<file path="src/rtl/wb_commit_stage.sv">
// Writeback/commit stage: in-order buffer draining to the shared RF write port.
// Optional WB_DIFFTEST_EN adds registered dt_* copies of each retired entry.
module wb_commit_stage #(
    parameter int XLEN  = 64,
    parameter int DEPTH = 4,
    parameter int AW    = 5
) (
    input  logic            clk,
    input  logic            rst,
    input  logic            in_valid,
    output logic            in_ready,
    input  logic [XLEN-1:0] in_pc,
    input  logic            in_rf_we,
    input  logic [AW-1:0]   in_rf_waddr,
    input  logic [XLEN-1:0] in_rf_wdata,
    output logic            rf_we,
    output logic [AW-1:0]   rf_waddr,
    output logic [XLEN-1:0] rf_wdata,
    input  logic            rf_gnt,
    input  logic [AW-1:0]   fwd_raddr,
    output logic            fwd_hit,
    output logic [XLEN-1:0] fwd_data,
    output logic            retire_valid,
    output logic [XLEN-1:0] retire_pc,
    output logic [63:0]     instret,
    output logic            wb_busy
`ifdef WB_DIFFTEST_EN
    ,
    output logic            dt_valid,
    output logic [XLEN-1:0] dt_pc,
    output logic            dt_rf_we,
    output logic [AW-1:0]   dt_waddr,
    output logic [XLEN-1:0] dt_wdata
`endif
);

    localparam int PW = $clog2(DEPTH);
    localparam int CW = PW + 1;

    typedef struct packed {
        logic [XLEN-1:0] pc;
        logic            we;
        logic [AW-1:0]   waddr;
        logic [XLEN-1:0] wdata;
    } ent_t;

    ent_t             buf_q [DEPTH];
    logic [DEPTH-1:0] vld_q;
    logic [PW-1:0]    head_q;
    logic [PW-1:0]    tail_q;
    logic [CW-1:0]    cnt_q;

    ent_t head_e;
    logic empty;
    logic full;
    logic push;
    logic pop;

    assign head_e   = buf_q[head_q];
    assign empty    = (cnt_q == '0);
    assign full     = (cnt_q == CW'(DEPTH));
    assign in_ready = !full;
    assign push     = in_valid && in_ready;
    assign pop      = !empty && (!head_e.we || rf_gnt);
    assign wb_busy  = !empty;

    assign rf_we    = !empty && head_e.we;
    assign rf_waddr = empty ? '0 : head_e.waddr;
    assign rf_wdata = empty ? '0 : head_e.wdata;

    // Walk oldest to youngest so the last match wins.
    always_comb begin
        logic [PW-1:0] idx;
        idx      = '0;
        fwd_hit  = 1'b0;
        fwd_data = '0;
        for (int i = 0; i < DEPTH; i++) begin
            idx = head_q + PW'(i);
            if (vld_q[idx] && buf_q[idx].we &&
                buf_q[idx].waddr == fwd_raddr &&
                fwd_raddr != '0) begin
                fwd_hit  = 1'b1;
                fwd_data = buf_q[idx].wdata;
            end
        end
    end

    // x0 writes are squashed at entry so they retire without a grant.
    always_ff @(posedge clk) begin
        if (push) begin
            buf_q[tail_q] <= '{
                pc:    in_pc,
                we:    in_rf_we && (in_rf_waddr != '0),
                waddr: in_rf_waddr,
                wdata: in_rf_wdata
            };
        end
    end

    always_ff @(posedge clk) begin
        if (rst) begin
            vld_q        <= '0;
            head_q       <= '0;
            tail_q       <= '0;
            cnt_q        <= '0;
            retire_valid <= 1'b0;
            retire_pc    <= '0;
            instret      <= '0;
        end else begin
            if (pop) begin
                vld_q[head_q] <= 1'b0;
                head_q        <= head_q + 1'b1;
                retire_pc     <= head_e.pc;
            end
            if (push) begin
                vld_q[tail_q] <= 1'b1;
                tail_q        <= tail_q + 1'b1;
            end
            cnt_q        <= cnt_q + CW'(push) - CW'(pop);
            retire_valid <= pop;
            instret      <= instret + 64'(pop);
        end
    end

`ifdef WB_DIFFTEST_EN
    always_ff @(posedge clk) begin
        if (rst) begin
            dt_valid <= 1'b0;
            dt_pc    <= '0;
            dt_rf_we <= 1'b0;
            dt_waddr <= '0;
            dt_wdata <= '0;
        end else begin
            dt_valid <= pop;
            if (pop) begin
                dt_pc    <= head_e.pc;
                dt_rf_we <= head_e.we;
                dt_waddr <= head_e.waddr;
                dt_wdata <= head_e.wdata;
            end
        end
    end
`endif

endmodule

</file>
<file path="config.mk">
export PLATFORM = sky130hd
export DESIGN_NAME = wb_commit_stage
export DESIGN_NICKNAME = d
export VERILOG_FILES = /design/src/rtl/wb_commit_stage.sv
export SDC_FILE = /design/constraint.sdc
export NUM_CORES = 1
export LEC_CHECK = 0
export BUFFER_PORTS_ARGS = -buffer_cell sky130_fd_sc_hd__buf_2
export CAP_MARGIN = 20
export CORE_MARGIN = 3
export CORE_UTILIZATION = 45
export DETAILED_ROUTE_END_ITERATION = 7
export RECOVER_POWER = 25
export SLEW_MARGIN = 10
export SYNTH_ARGS = -nofsm -noshare
export SYNTH_HDL_FRONTEND = slang
export SYNTH_SLANG_ARGS = --single-unit
</file>
<file path="constraint.sdc">
create_clock -name clk -period 8.33 [get_ports clk]
set_clock_uncertainty 0.15 [all_clocks]
set_input_delay 0.4165 -clock clk [delete_from_list [all_inputs] [get_ports clk]]
set_output_delay 0.4165 -clock clk [all_outputs]
set_load 0.05 [all_outputs]
</file>
---- Word level (Yosys, flattened, before mapping) ----
Memory sizes are Yosys's and may differ from the RTL's. A register that Yosys moved wholly into a read port is not among the register bits.
Index checks and enable logic that the tools add are counted.
W data, S select, Z words.
operators by class
  $add $sub $neg .......................... 7
  magnitude comparators ................... 7
  equal/unequal tests ..................... 5
  multiplexer cells ....................... 29
  bitwise gates (word level) .............. 3
  reductions and logical operators ........ 25
operators with widths
  cell                   count
  $mux W64               5
  $add A64 B1 Y64        1
  $eq A5 B5 Y1           4
  $logic_and A1 B1 Y1    18
  $lt A2 B3 Y1 const B   5
  $mux W1                12
  $mux W4                3
  $reduce_bool A5 Y1     2
  $bmux W1 S2            4
  $mux W5                1
  $add A2 B1 Y2 const B  2
  $add A2 B2 Y2 const B  2
  $and A4 B4 Y4          1
  $demux W1 S2           2
  $ge A2 B1 Y1 const B   2
  $mux W2                2
  $not A4 Y4             1
  $or A4 B4 Y4           1
  $add A3 B1 Y3          1
  $eq A3 B3 Y1 const B   1
  $logic_not A1 Y1       3
  $logic_not A3 Y1       1
  $sub A3 B1 Y3          1
  $logic_or A1 B1 Y1     1
word-level totals
  register bits after elaboration ......... 140
  RAM bits ................................ 536
  input bits .............................. 143
  word-level logic and storage cells ...... 84
  memories kept ........................... 1
memory list
  memory  words  bits a word  read ports  clocked after memory_dff  wr ports  RTL line  RTL
  buf_q   4      134          4           1                         1         47        ent_t buf_q [DEPTH];

---- Depth between registers and ports, before layout ----
Gate-level depths: netlist of run 1.
  depth after elaboration ................. 10
  gate-level depth with buffers ........... 17
  depth with buffers taken out ............ 12

---- Worst setup path before layout of run 1 ----
Ideal clock, no wire load.
  path kind ............................... register -> output
  start point ............................. reg head_q[0]
  end point ............................... out fwd_data[10]
  arrival time ............................ 4.494 ns
  required time ........................... 7.764 ns
  slack ................................... 3.270 ns
  stages on the path, launching flop included .. 16
  cell sequence ........................... dfxtp_1 > buf_6 > buf_2 > buf_2 > buf_4 > buf_2 > inv_1 > ha_1 > buf_2 > mux4_2 > xor2_1 > or4_4 > a21oi_4 > buf_6 > a22oi_1 > a21oi_1
on the way
  cells in the longest elaborated chain, start to end .. 9
  elaborated cells between the ends (all ways) .. 31
  those cells by class .................... add/sub (3); eq/ne (3); mux (12); reduce/logical (12); memory (1)
RTL lines
  item                                                     RTL line  RTL
  start: declaration                                       49        logic [PW-1:0] head_q;
  start signal: assignment                                 112       head_q <= head_q + 1'b1;
  branches (longest 8 deep; another with $mem_v2 Z4 W134)  -
  $mux W64 *                                               79        if (vld_q[idx] && buf_q[idx].we &&
  end: declaration                                         22        output logic [XLEN-1:0] fwd_data,
Mark *: on every way between the ends. The select of a mux whose other input is x is not followed.

---- Worst setup path in the final report of run 1 ----
  start point ............................. reg head_q[0]
  end point ............................... out fwd_data[30]
The elaborated chain is that of the path after synthesis.

==> impl_results.md, run 1 <==
- Status: complete, no violations
- Worst path slowest cell: sky130_fd_sc_hd__dfxtp_4
- Synth warnings: 0
- Count of H-tree levels built during CTS: 3
- CP Cell Sequence: inv_1, ha_4, buf_12, mux2i_1, xnor2_1, or4_4, buf_4, nor2_1, a21oi_1, buf_2
- Required time of the worst setup path: 7760 ps
- Combined area of the multi-input logic cells: 12660 um2
- First-pass iteration count of the detailed router: 5
- Number of enable-type register cells in the synthesized netlist: 536
- Critical path fanouts, max: 222
- Number of top-level design ports: 409
- DRT antenna net count: 0
- Summed negative setup slack over all endpoints: 0 ps
- Number of endpoints with negative hold slack in the final report: 0
- Sequential area share after synthesis: 58.51%
- Flop and latch count out of synthesis: 678
- Gpl congestion: 0.8338
- Clock sinks: 678
- First-pass GRT wire length: 131700 um
- Die outline height: 274.2 um
- Chip Width: 274.2 um
- Final #Nets: 2976
- Overall Global Routing Usage: 22.85%
- Cell variety after synth: 51
- Starting density of the core: 45.82%
- Most used cells in the layout excluding fill and tap cells: sky130_fd_sc_hd__edfxtp_1 (536), sky130_fd_sc_hd__buf_2 (310), sky130_fd_sc_hd__nand2_1 (233)
- Category of cells accounting for the largest share of critical-path delay: buffers and inverters
- Wire per inst: 22.50 um
- Final HPWL from detailed placement: 52450 um
- Post-detailed-route via-to-cell ratio: 5.695
- Drt first-iter violations: 1424
- RSZ-0062 raised after global routing: false
- Proportion of netlist area held by the largest area contributor: 49.73%
- Minimum setup slack in the final design: 2050 ps
- Cell leakage power: 13.44 nW
- Maximum operating frequency: 159.2 MHz
- Number of clock buffers inserted by TritonCTS: 74
- Worst-Margin Slew: 1018 ps
- DRC violations left: 0
- Total nets after synthesis: 2497
- Clock tree from TritonCTS: yes
- Largest net degree at the start of global routing: 223
- Finished Core Util: 55.05%
- Type of the worst min-delay path: primary input to flop
- Cts repair resizes: 0
- Final instance area: 38890 um2
- Slew headroom: 32.12%
- Overall overflow remaining after global route: 0
- Number of buffers and inverters on the critical path: 4
- Instance count of the mapped netlist: 2341
- Number of global-route vias before repair: 22490
- Number of placement rows: 97
- Number of fill cells: 5961
- Register area: 18950 um2
- Mapped Avg Cell Area: 13.83 um2
- Top FF cell, synth: sky130_fd_sc_hd__edfxtp_1
- Area Growth Syn to Fin: 20.14%
- Async S/R FF share, synth: 0%
- Bufs on Longest Clock Path: 3
- Count of vias placed by the detailed router: 21790
- Largest area contributor in the netlist: sky130_fd_sc_hd__edfxtp_1
- Layout cells sized above 1: 27.91%
- Hold slack: 76.35 ps
- Clock-pin slew reported for the worst setup and hold paths after clock tree synthesis: 60 ps
- Floorplan die area: 75180 um2
- Power Dens Cells: 335.3 nW/um2
- Most common cell after layout, fill and taps aside: sky130_fd_sc_hd__edfxtp_1
- Setup slack after placement: 2121 ps
- Maximum Capacitance Violations: 0
- Post-synthesis instance area: 32370 um2
- Peak per-stage delay on the critical path: 830 ps
- Initial antenna violation count: 9
- CP arrival: 5710 ps
- Crit share post-route: 75.39%
- Largest vdd supply drop: 0.3357 mV
- Kind of capture point of the worst setup path: output pin
- Top post-synthesis cells by area: sky130_fd_sc_hd__edfxtp_1 (50%), sky130_fd_sc_hd__mux4_2 (15%), sky130_fd_sc_hd__dfxtp_1 (8.8%), sky130_fd_sc_hd__mux2_2 (3.9%), sky130_fd_sc_hd__a21oi_1 (3.2%)
- Clock root buffer: sky130_fd_sc_hd__clkbuf_16
- Worst setup SP type: flop
- Clock latency on the worst-skew pair: 620 ps
- Buffers on Ports: 408
- Minimum clock period: 6280 ps
- Total of endpoints with negative setup slack in the final report: 0
- Max-slew violations: 0
- Floorplan Core Area: 70640 um2
- Final routed wirelength across all metal layers: 86100 um
- Crit Path Category: flop to output pin
- Placement-stage cell area: 35140 um2
==> per-layer routing <==
metal  part of all wire [%]  up-vias  track usage (%)
met4                    3.0        4            7.768
met3                    7.5      158            5.390
met5                  0.030        -                0
li1                       -     9886                -
met2                     50      756            39.36
met1                     39    10980            28.35
==> state kept, by name, indices dropped and copies added (netlist names), named ones only <==
name,count
vld_q,4
retire_valid,1
instret,64
cnt_q,3
head_q,2
tail_q,2
buf_q,536
retire_pc,64
==> through the flow <==
stage	std cells	total power, mW
floorplan	2341	8.487
global placement	3548	9.723
detailed placement	3549	9.810
CTS	3815	13.18
global route	3821	13.72
finish	3826	13.04
==> power breakdown <==
group	switching (mW)	total, mW	internal (mW)	leakage (nW)
combinational	3.49	5.34	1.85	6.16
sequential	0.296	4.42	4.12	6.07
clock	1.36	3.28	1.92	1.21
==> cells in the mapped netlist (2+ instances only) <==
cell / n
sky130_fd_sc_hd__or4_1: 3
sky130_fd_sc_hd__a22oi_1: 63
sky130_fd_sc_hd__buf_1: 17
sky130_fd_sc_hd__nand3b_1: 2
sky130_fd_sc_hd__and4_1: 10
sky130_fd_sc_hd__and2_1: 74
sky130_fd_sc_hd__buf_6: 8
sky130_fd_sc_hd__buf_4: 8
sky130_fd_sc_hd__nor2_1: 203
sky130_fd_sc_hd__mux2_1: 17
sky130_fd_sc_hd__xor2_1: 36
sky130_fd_sc_hd__nor4_4: 2
sky130_fd_sc_hd__nand4_1: 22
sky130_fd_sc_hd__nand3_1: 24
sky130_fd_sc_hd__clkbuf_1: 104
sky130_fd_sc_hd__and3_1: 14
sky130_fd_sc_hd__nor4_1: 3
sky130_fd_sc_hd__dfxtp_1: 142
sky130_fd_sc_hd__nor2b_1: 4
sky130_fd_sc_hd__edfxtp_1: 536
sky130_fd_sc_hd__inv_1: 15
sky130_fd_sc_hd__buf_2: 33
sky130_fd_sc_hd__mux2_2: 112
sky130_fd_sc_hd__a21oi_1: 208
sky130_fd_sc_hd__or3_1: 10
sky130_fd_sc_hd__nor3_1: 8
sky130_fd_sc_hd__ha_1: 12
sky130_fd_sc_hd__nand2_1: 233
sky130_fd_sc_hd__xnor2_1: 43
sky130_fd_sc_hd__nor4_2: 2
sky130_fd_sc_hd__o21ai_0: 74
sky130_fd_sc_hd__mux2i_1: 70
sky130_fd_sc_hd__mux4_2: 211
==> final cells by class <==
type                       instances  share of cell area [%]
timing repair buffer             573                   9.096
tap                              940                   3.024
multi-input combinational       1477                   32.55
clock inverter                    34                   1.084
antenna                            9                 0.05792
clock buffer                      99                   5.293
sequential                       678                   48.74
inverter                          16                  0.1544
==> path summary, 6_finish.rpt <==
path | start | depth (start not counted) | slack [ps] | endpoint
worst max-delay path | head_q[0] | 10 | 2050 | fwd_data[30]
worst min-delay path | in_rf_we | 2 | 80 | buf_q[3][69]
worst max register to register | flop | 13 | 3040 | instret[56]
worst min register to register | retire_pc[54] | 2 | 300 | retire_pc[54]
==> timing repair <==
item | CTS | global route
hold buffers | 133 | 0
setup buffers | 0 | 0
hold endpoints to repair | 532 | 0
==> cell families (layout without fill, tap and decap cells) <==
| logic type | count (synthesis) | count (layout) | synth area share [%] |
|---|---|---|---|
| and+or+nand+nor | 625 | 625 | 8.968 |
| buffers and inverters | 186 | 722 | 2.563 |
| muxes | 410 | 410 | 21.33 |
| AOI/OAI and AO/OA | 350 | 350 | 5.964 |
| xor gates and xnor gates | 79 | 79 | 2.138 |
| DFF | 678 | 678 | 58.51 |
| other | 0 | 9 | 0 |
| adders and majority gates | 13 | 13 | 0.5257 |
(Power assumes the default switching activity.)
==> run 2: changes to the inputs <==
--- a/config.mk
+++ b/config.mk
@@ -10,6 +10,7 @@
 export CORE_MARGIN = 3
 export CORE_UTILIZATION = 45
 export DETAILED_ROUTE_END_ITERATION = 7
+export PLACE_DENSITY = 0.67
 export RECOVER_POWER = 25
 export SLEW_MARGIN = 10
 export SYNTH_ARGS = -nofsm -noshare
==> constraint.sdc (replaced) <==
create_clock -name clk -period 5.6 [get_ports clk]
set_clock_uncertainty 0.15 [all_clocks]
set_input_delay 0.28 -clock clk [delete_from_list [all_inputs] [get_ports clk]]
set_output_delay 0.28 -clock clk [all_outputs]
set_load 0.05 [all_outputs]
==> impl_results.md, run 2 (synthesized netlist as in run 1, its figures left out) <==
- Status: complete, no violations
- First-pass iteration count of the detailed router: 7 (+2)
- Slew headroom: 23.70% (-8.4 points)
- Gpl congestion: 0.8229 (-1.3%)
- Number of endpoints with negative hold slack in the final report: 0 (unchanged)
- Summed negative setup slack over all endpoints: 0 ps (unchanged)
- DRT antenna net count: 0 (unchanged)
- Clock latency on the worst-skew pair: 610 ps (about the same)
- Crit Path Category: flop to output pin
- Clock tree from TritonCTS: yes
- Worst-Margin Slew: 1145 ps (+126.4 ps)
- R2R setup slack: 1540 ps (-1500 ps)
- Count of H-tree levels built during CTS: 3 (unchanged)
- Top Registers: buf_q: 536 flops, instret: 64 flops, retire_pc: 64 flops
- Final HPWL from detailed placement: 49500 um (-5.6%)
- Crit share post-route: 91.46%
- Chip Width: 274.2 um (unchanged)
- Register with the most flip-flops: buf_q
- Max-slew violations: 0 (unchanged)
- Largest net degree at the start of global routing: 257 (+15%)
- Clock sinks: 678 (unchanged)
- Die outline height: 274.2 um (unchanged)
- Clock root buffer: sky130_fd_sc_hd__clkbuf_16
- Post-detailed-route via-to-cell ratio: 5.759 (+1.1%)
- Starting density of the core: 45.82% (unchanged)
- Final routed wirelength across all metal layers: 84100 um (-2.3%)
- Overall Global Routing Usage: 22.05% (-0.81 points)
- CP arrival: 4690 ps (-1020 ps)
- RSZ-0062 raised after global routing: false
- Number of top-level design ports: 409 (unchanged)
- Number of clock buffers inserted by TritonCTS: 74 (unchanged)
- Most common cell after layout, fill and taps aside: sky130_fd_sc_hd__edfxtp_1
- Type of the worst min-delay path: primary input to flop
- Kind of capture point of the worst setup path: output pin
- Buffers inserted by post-CTS timing repair: 0 (unchanged)
- Largest vdd supply drop: 0.5592 mV (+67%)
- Area Growth Syn to Fin: 20.22% (about the same)
- Overall overflow remaining after global route: 0 (unchanged)
- Bufs on Longest Clock Path: 3 (unchanged)
- Maximum Capacitance Violations: 0 (unchanged)
- Number of placement rows: 97 (unchanged)
- Count of placed standard cells in the final layout, fillers left out: 3817 (-0.24%)
- Most used cells in the layout excluding fill and tap cells: sky130_fd_sc_hd__edfxtp_1 (536), sky130_fd_sc_hd__buf_2 (312), sky130_fd_sc_hd__nand2_1 (233)
- Buffers on Ports: 408 (unchanged)
- Wire per inst: 22.03 um (-2.1%)
- Number of global-route vias before repair: 22550 (+0.24%)
- Power Dens Cells: 496.7 nW/um2 (+48%)
- Hold slack: 103.8 ps (+27.49 ps)
- Final #Nets: 2969 (-0.24%)
- Floorplan Core Area: 70640 um2 (unchanged)
- Clock-pin slew reported for the worst setup and hold paths after clock tree synthesis: 60 ps (about the same)
- Maximum operating frequency: 195.2 MHz
- Initial antenna violation count: 8 (-1)
- Total of endpoints with negative setup slack in the final report: 0 (unchanged)
- Count of vias placed by the detailed router: 21980 (+0.89%)
- First-pass GRT wire length: 129000 um (-2.0%)
- Critical path fanouts, max: 63 (-72%)
- Minimum clock period: 5122 ps
- Floorplan die area: 75180 um2 (unchanged)
- Drt first-iter violations: 1710 (+20%)
- Placed instance count: 3542 (-0.20%)
- Cell leakage power: 13.41 nW (-0.17%)
- DRC violations left: 0 (unchanged)
- Required time of the worst setup path: 5170 ps (-2590 ps)
- Max reg flops: 536 (unchanged)
- Layout cells sized above 1: 27.78% (-0.14 points)
- Worst setup SP type: flop
-- run 2: timing repair --
action / 4_1_cts / 5_1_grt
hold buffers: 135 / 0
resized for setup: 0 / 0
hold endpoints to repair: 537 / 0
-- run 2: critical path, stage by stage, from the launching register on --
cell and delay, ps:
sky130_fd_sc_hd__dfxtp_4 700, sky130_fd_sc_hd__inv_1 200, sky130_fd_sc_hd__ha_4 450, sky130_fd_sc_hd__mux4_2 540, sky130_fd_sc_hd__xnor2_1 150, sky130_fd_sc_hd__nand2_1 120, sky130_fd_sc_hd__or4_4 470, sky130_fd_sc_hd__a21oi_4 170
sky130_fd_sc_hd__buf_12 340, sky130_fd_sc_hd__a22oi_1 160, sky130_fd_sc_hd__a21oi_1 350, sky130_fd_sc_hd__buf_2 340
-- run 2: worst paths after layout --
check           startpoint       endpoint  cells past startpoint
min                 rf_gnt  retire_pc[44]                      5
max reg2reg           flop    instret[56]                     11
min reg2reg  retire_pc[22]  retire_pc[22]                      2
max              head_q[0]   fwd_data[61]                     11
-- run 2: through the flow --
stage          util, %  setup WS, ps  power, mW  cell area, um2
5_1_grt          55.09         239.9      20.28           38910
6_report         55.09         478.0      19.33           38910
2_1_floorplan        -         676.0      12.62           32370
3_5_place_dp     49.80          1147      14.48           35180
4_1_cts          55.25         461.8      19.51           39020
3_3_place_gp     49.80          1221      14.29           35180
-- run 2: where the power goes --
part / switching, mW / internal, mW
logic: 5.17 / 2.75
registers: 0.384 / 6.13
clock network: 2.04 / 2.86
-- run 2: layout make-up --
| type | instances | area, um2 |
|---|---|---|
| clock inverter | 43 | 531.8 |
| timing repair buffer | 566 | 3562 |
| inverter | 16 | 60.06 |
| fill | 5791 | 31720 |
| multi-input combinational | 1477 | 12660 |
| clock buffer | 93 | 1963 |
| sequential | 678 | 18950 |
| tap | 940 | 1176 |
| antenna | 4 | 10.01 |
-- run 2: layer usage --
metal | GRT usage [%] | routed length (um) | vias up
li1 | - | - | 9886
met1 | 27.30 | 33290 | 11140
met2 | 38.13 | 42430 | 783
met3 | 4.891 | 6089 | 178
met4 | 7.768 | 2281 | 0
met5 | 0 | 0 | -
==> run 3: changes to the inputs <==
--- a/config.mk
+++ b/config.mk
@@ -5,12 +5,11 @@
 export SDC_FILE = /design/constraint.sdc
 export NUM_CORES = 1
 export LEC_CHECK = 0
-export BUFFER_PORTS_ARGS = -buffer_cell sky130_fd_sc_hd__buf_2
 export CAP_MARGIN = 20
 export CORE_MARGIN = 3
 export CORE_UTILIZATION = 45
 export DETAILED_ROUTE_END_ITERATION = 7
-export PLACE_DENSITY = 0.67
+export DONT_BUFFER_PORTS = 1
 export RECOVER_POWER = 25
 export SLEW_MARGIN = 10
 export SYNTH_ARGS = -nofsm -noshare
==> constraint.sdc (replaced) <==
create_clock -name clk -period 5.6 [get_ports clk]
set_clock_uncertainty 0.15 [all_clocks]
set_input_delay 1.12 -clock clk [delete_from_list [all_inputs] [get_ports clk]]
set_output_delay 1.12 -clock clk [all_outputs]
set_load 0.05 [all_outputs]
==> impl_results.md, run 3 (synthesized netlist as in run 1, its figures left out) <==
- Cell leakage power: 11.46 nW (-15%)
- Top Registers: buf_q: 536 flops, instret: 64 flops, retire_pc: 64 flops
- Minimum clock period: 5371 ps (+249.3 ps)
- CP arrival: 4100 ps (-590 ps)
- Register with the most flip-flops: buf_q
- Die outline height: 274.2 um (unchanged)
- Number of top-level design ports: 409 (unchanged)
- Placement-stage cell area: 33740 um2 (-4.1%)
- Post-detailed-route via-to-cell ratio: 5.982 (+3.9%)
- Count of vias placed by the detailed router: 19840 (-9.7%)
- Wire per inst: 25.15 um (+14%)
- Count of H-tree levels built during CTS: 3 (unchanged)
- Maximum operating frequency: 186.2 MHz (-4.6%)
- R2R depth: 11 (unchanged)
- Type of the worst min-delay path: flop to flop
- DRC violations left: 0 (unchanged)
- Total of endpoints with negative setup slack in the final report: 0 (unchanged)
- RSZ-0062 raised after global routing: false
- Final #Nets: 2472 (-17%)
- Buffers on Ports: 0 (-100%)
- Drt first-iter violations: 1290 (-25%)
- Most used cells in the layout excluding fill and tap cells: sky130_fd_sc_hd__edfxtp_1 (536), sky130_fd_sc_hd__nand2_1 (233), sky130_fd_sc_hd__mux4_2 (211)
- Ant. Diodes: 0 (-4)
- Hold Path Sink: vld_q[2]
- Floorplan Core Area: 70640 um2 (unchanged)
- Power Dens Cells: 514.6 nW/um2 (+3.6%)
- Number of placement rows: 97 (unchanged)
- Critical path fanouts, max: 58 (-7.9%)
- Overall overflow remaining after global route: 0 (unchanged)
- Crit share post-route: 95.92% (+4.5 points)
- Number of global-route vias before repair: 20520 (-9.0%)
- Clock tree from TritonCTS: yes
- Most common cell after layout, fill and taps aside: sky130_fd_sc_hd__edfxtp_1
- First-pass iteration count of the detailed router: 5 (-2)
- Initial antenna violation count: 0 (-8)
- Crit Path Category: flop to output pin
- Final routed wirelength across all metal layers: 83420 um (-0.80%)
- Required time of the worst setup path: 4330 ps (-840 ps)
- Status: complete, no violations
- Kind of capture point of the worst setup path: output pin
- Hold slack: 397.1 ps (+293.3 ps)
- Chip Width: 274.2 um (unchanged)
- Slew headroom: 14.58% (-9.1 points)
- Clock-pin slew reported for the worst setup and hold paths after clock tree synthesis: 60 ps (about the same)
- Number of clock buffers inserted by TritonCTS: 74 (unchanged)
- Clock latency on the worst-skew pair: 610 ps (about the same)
- Number of cells on the worst hold path: 2 (-3)
- Largest net degree at the start of global routing: 142 (-45%)
- Clock root buffer: sky130_fd_sc_hd__clkbuf_16
- Endpoint of the lowest-slack register-to-register path: instret[60]
- Worst setup SP type: flop
- Final HPWL from detailed placement: 50020 um (+1.1%)
- Max reg flops: 536 (unchanged)
- Starting density of the core: 45.82% (unchanged)
- Max-slew violations: 0 (unchanged)
- Summed negative setup slack over all endpoints: 0 ps (unchanged)
- Clock sinks: 678 (unchanged)
- Gpl congestion: 0.8249 (+0.24%)
- First-pass GRT wire length: 125900 um (-2.4%)
- Worst-Margin Slew: 1281 ps (+136.8 ps)
- Total power after layout: 18.75 mW (-3.0%)
- Number of endpoints with negative hold slack in the final report: 0 (unchanged)
- Final instance area: 36440 um2 (-6.4%)
- Floorplan die area: 75180 um2 (unchanged)
- Overall Global Routing Usage: 22.03% (about the same)
- R2R setup slack: 1740 ps (+200 ps)
- Bufs on Longest Clock Path: 3 (unchanged)
- Hold buffers post-CTS: 0 (-100%)
- Largest vdd supply drop: 0.3967 mV (-29%)
- Maximum Capacitance Violations: 0 (unchanged)
- Layout cells sized above 1: 23.94% (-3.8 points)
- DRT antenna net count: 0 (unchanged)
- Area Growth Syn to Fin: 12.57%
- Hold Startpoint: vld_q[2]
run 3: cell types whose count changed in the layout (fill, tap and decap cells not counted), sizes merged:
cell	change
dlygate4sd3	-135
bufbuf	+1
clkinv	-6
diode	-4
clkbuf	-91
clkinvlp	-2
buf	-268
inv	+5
run 3: critical path, stage by stage, from the launching register on:
cell and delay [ps]:
sky130_fd_sc_hd__dfxtp_4 360, sky130_fd_sc_hd__buf_12 110, sky130_fd_sc_hd__buf_4 760, sky130_fd_sc_hd__mux4_2 370, sky130_fd_sc_hd__nand3_1 80, sky130_fd_sc_hd__or3_1 440
sky130_fd_sc_hd__a21oi_4 270, sky130_fd_sc_hd__bufbuf_16 430, sky130_fd_sc_hd__a22oi_1 130, sky130_fd_sc_hd__a21oi_1 240, sky130_fd_sc_hd__buf_4 240
run 3: what timing repair did:
item                       CTS  global route
setup endpoints to repair   64             7
resized for setup           28             1
gates cloned                 1             0
pin swaps                    2             0
setup buffers                4             0
run 3: power breakdown:
group	total, mW	internal, mW	switching (mW)
Clock	4.84	2.85	1.99
Combinational	6.71	2.39	4.31
Sequential	7.20	6.13	1.07
Total	18.7	11.4	7.37
run 3: cell type report:
| cell class | instances | area (um2) |
|---|---|---|
| fill | 5980 | 34200 |
| sequential | 678 | 18950 |
| multi-input combinational | 1477 | 13010 |
| clock buffer | 97 | 1979 |
| tap | 940 | 1176 |
| timing repair buffer | 69 | 808.3 |
| clock inverter | 40 | 454.2 |
| inverter | 16 | 60.06 |
run 3: how the worst max path moves through the flow:
stage,from,cells after the start,end,slack [ps]
CTS,head_q[0],10,fwd_data[53],160
finish,head_q[1],10,fwd_data[53],230
global route,head_q[1],10,fwd_data[53],40
global placement,head_q[1],10,fwd_data[0],310
detailed placement,head_q[1],10,fwd_data[0],300
floorplan,head_q[0],15,fwd_data[19],-160
run 3: routing by layer:
layer  part of all wire (%)  vias up  track usage, %
met5                      0        -               0
met4                    2.8        0           7.013
met3                    8.6      142           6.764
met2                     51      607           38.19
met1                     38    10200           26.26
li1                       -     8891               -
run 3: metrics by stage:
step	util, %	cells	setup slack, ps
3_5_place_dp	47.76	3176	295.4
4_1_cts	51.59	3318	164.6
2_1_floorplan	-	2341	-164.0
6_report	51.59	3317	228.7
5_1_grt	51.59	3317	40.99
3_3_place_gp	47.76	3176	305.6
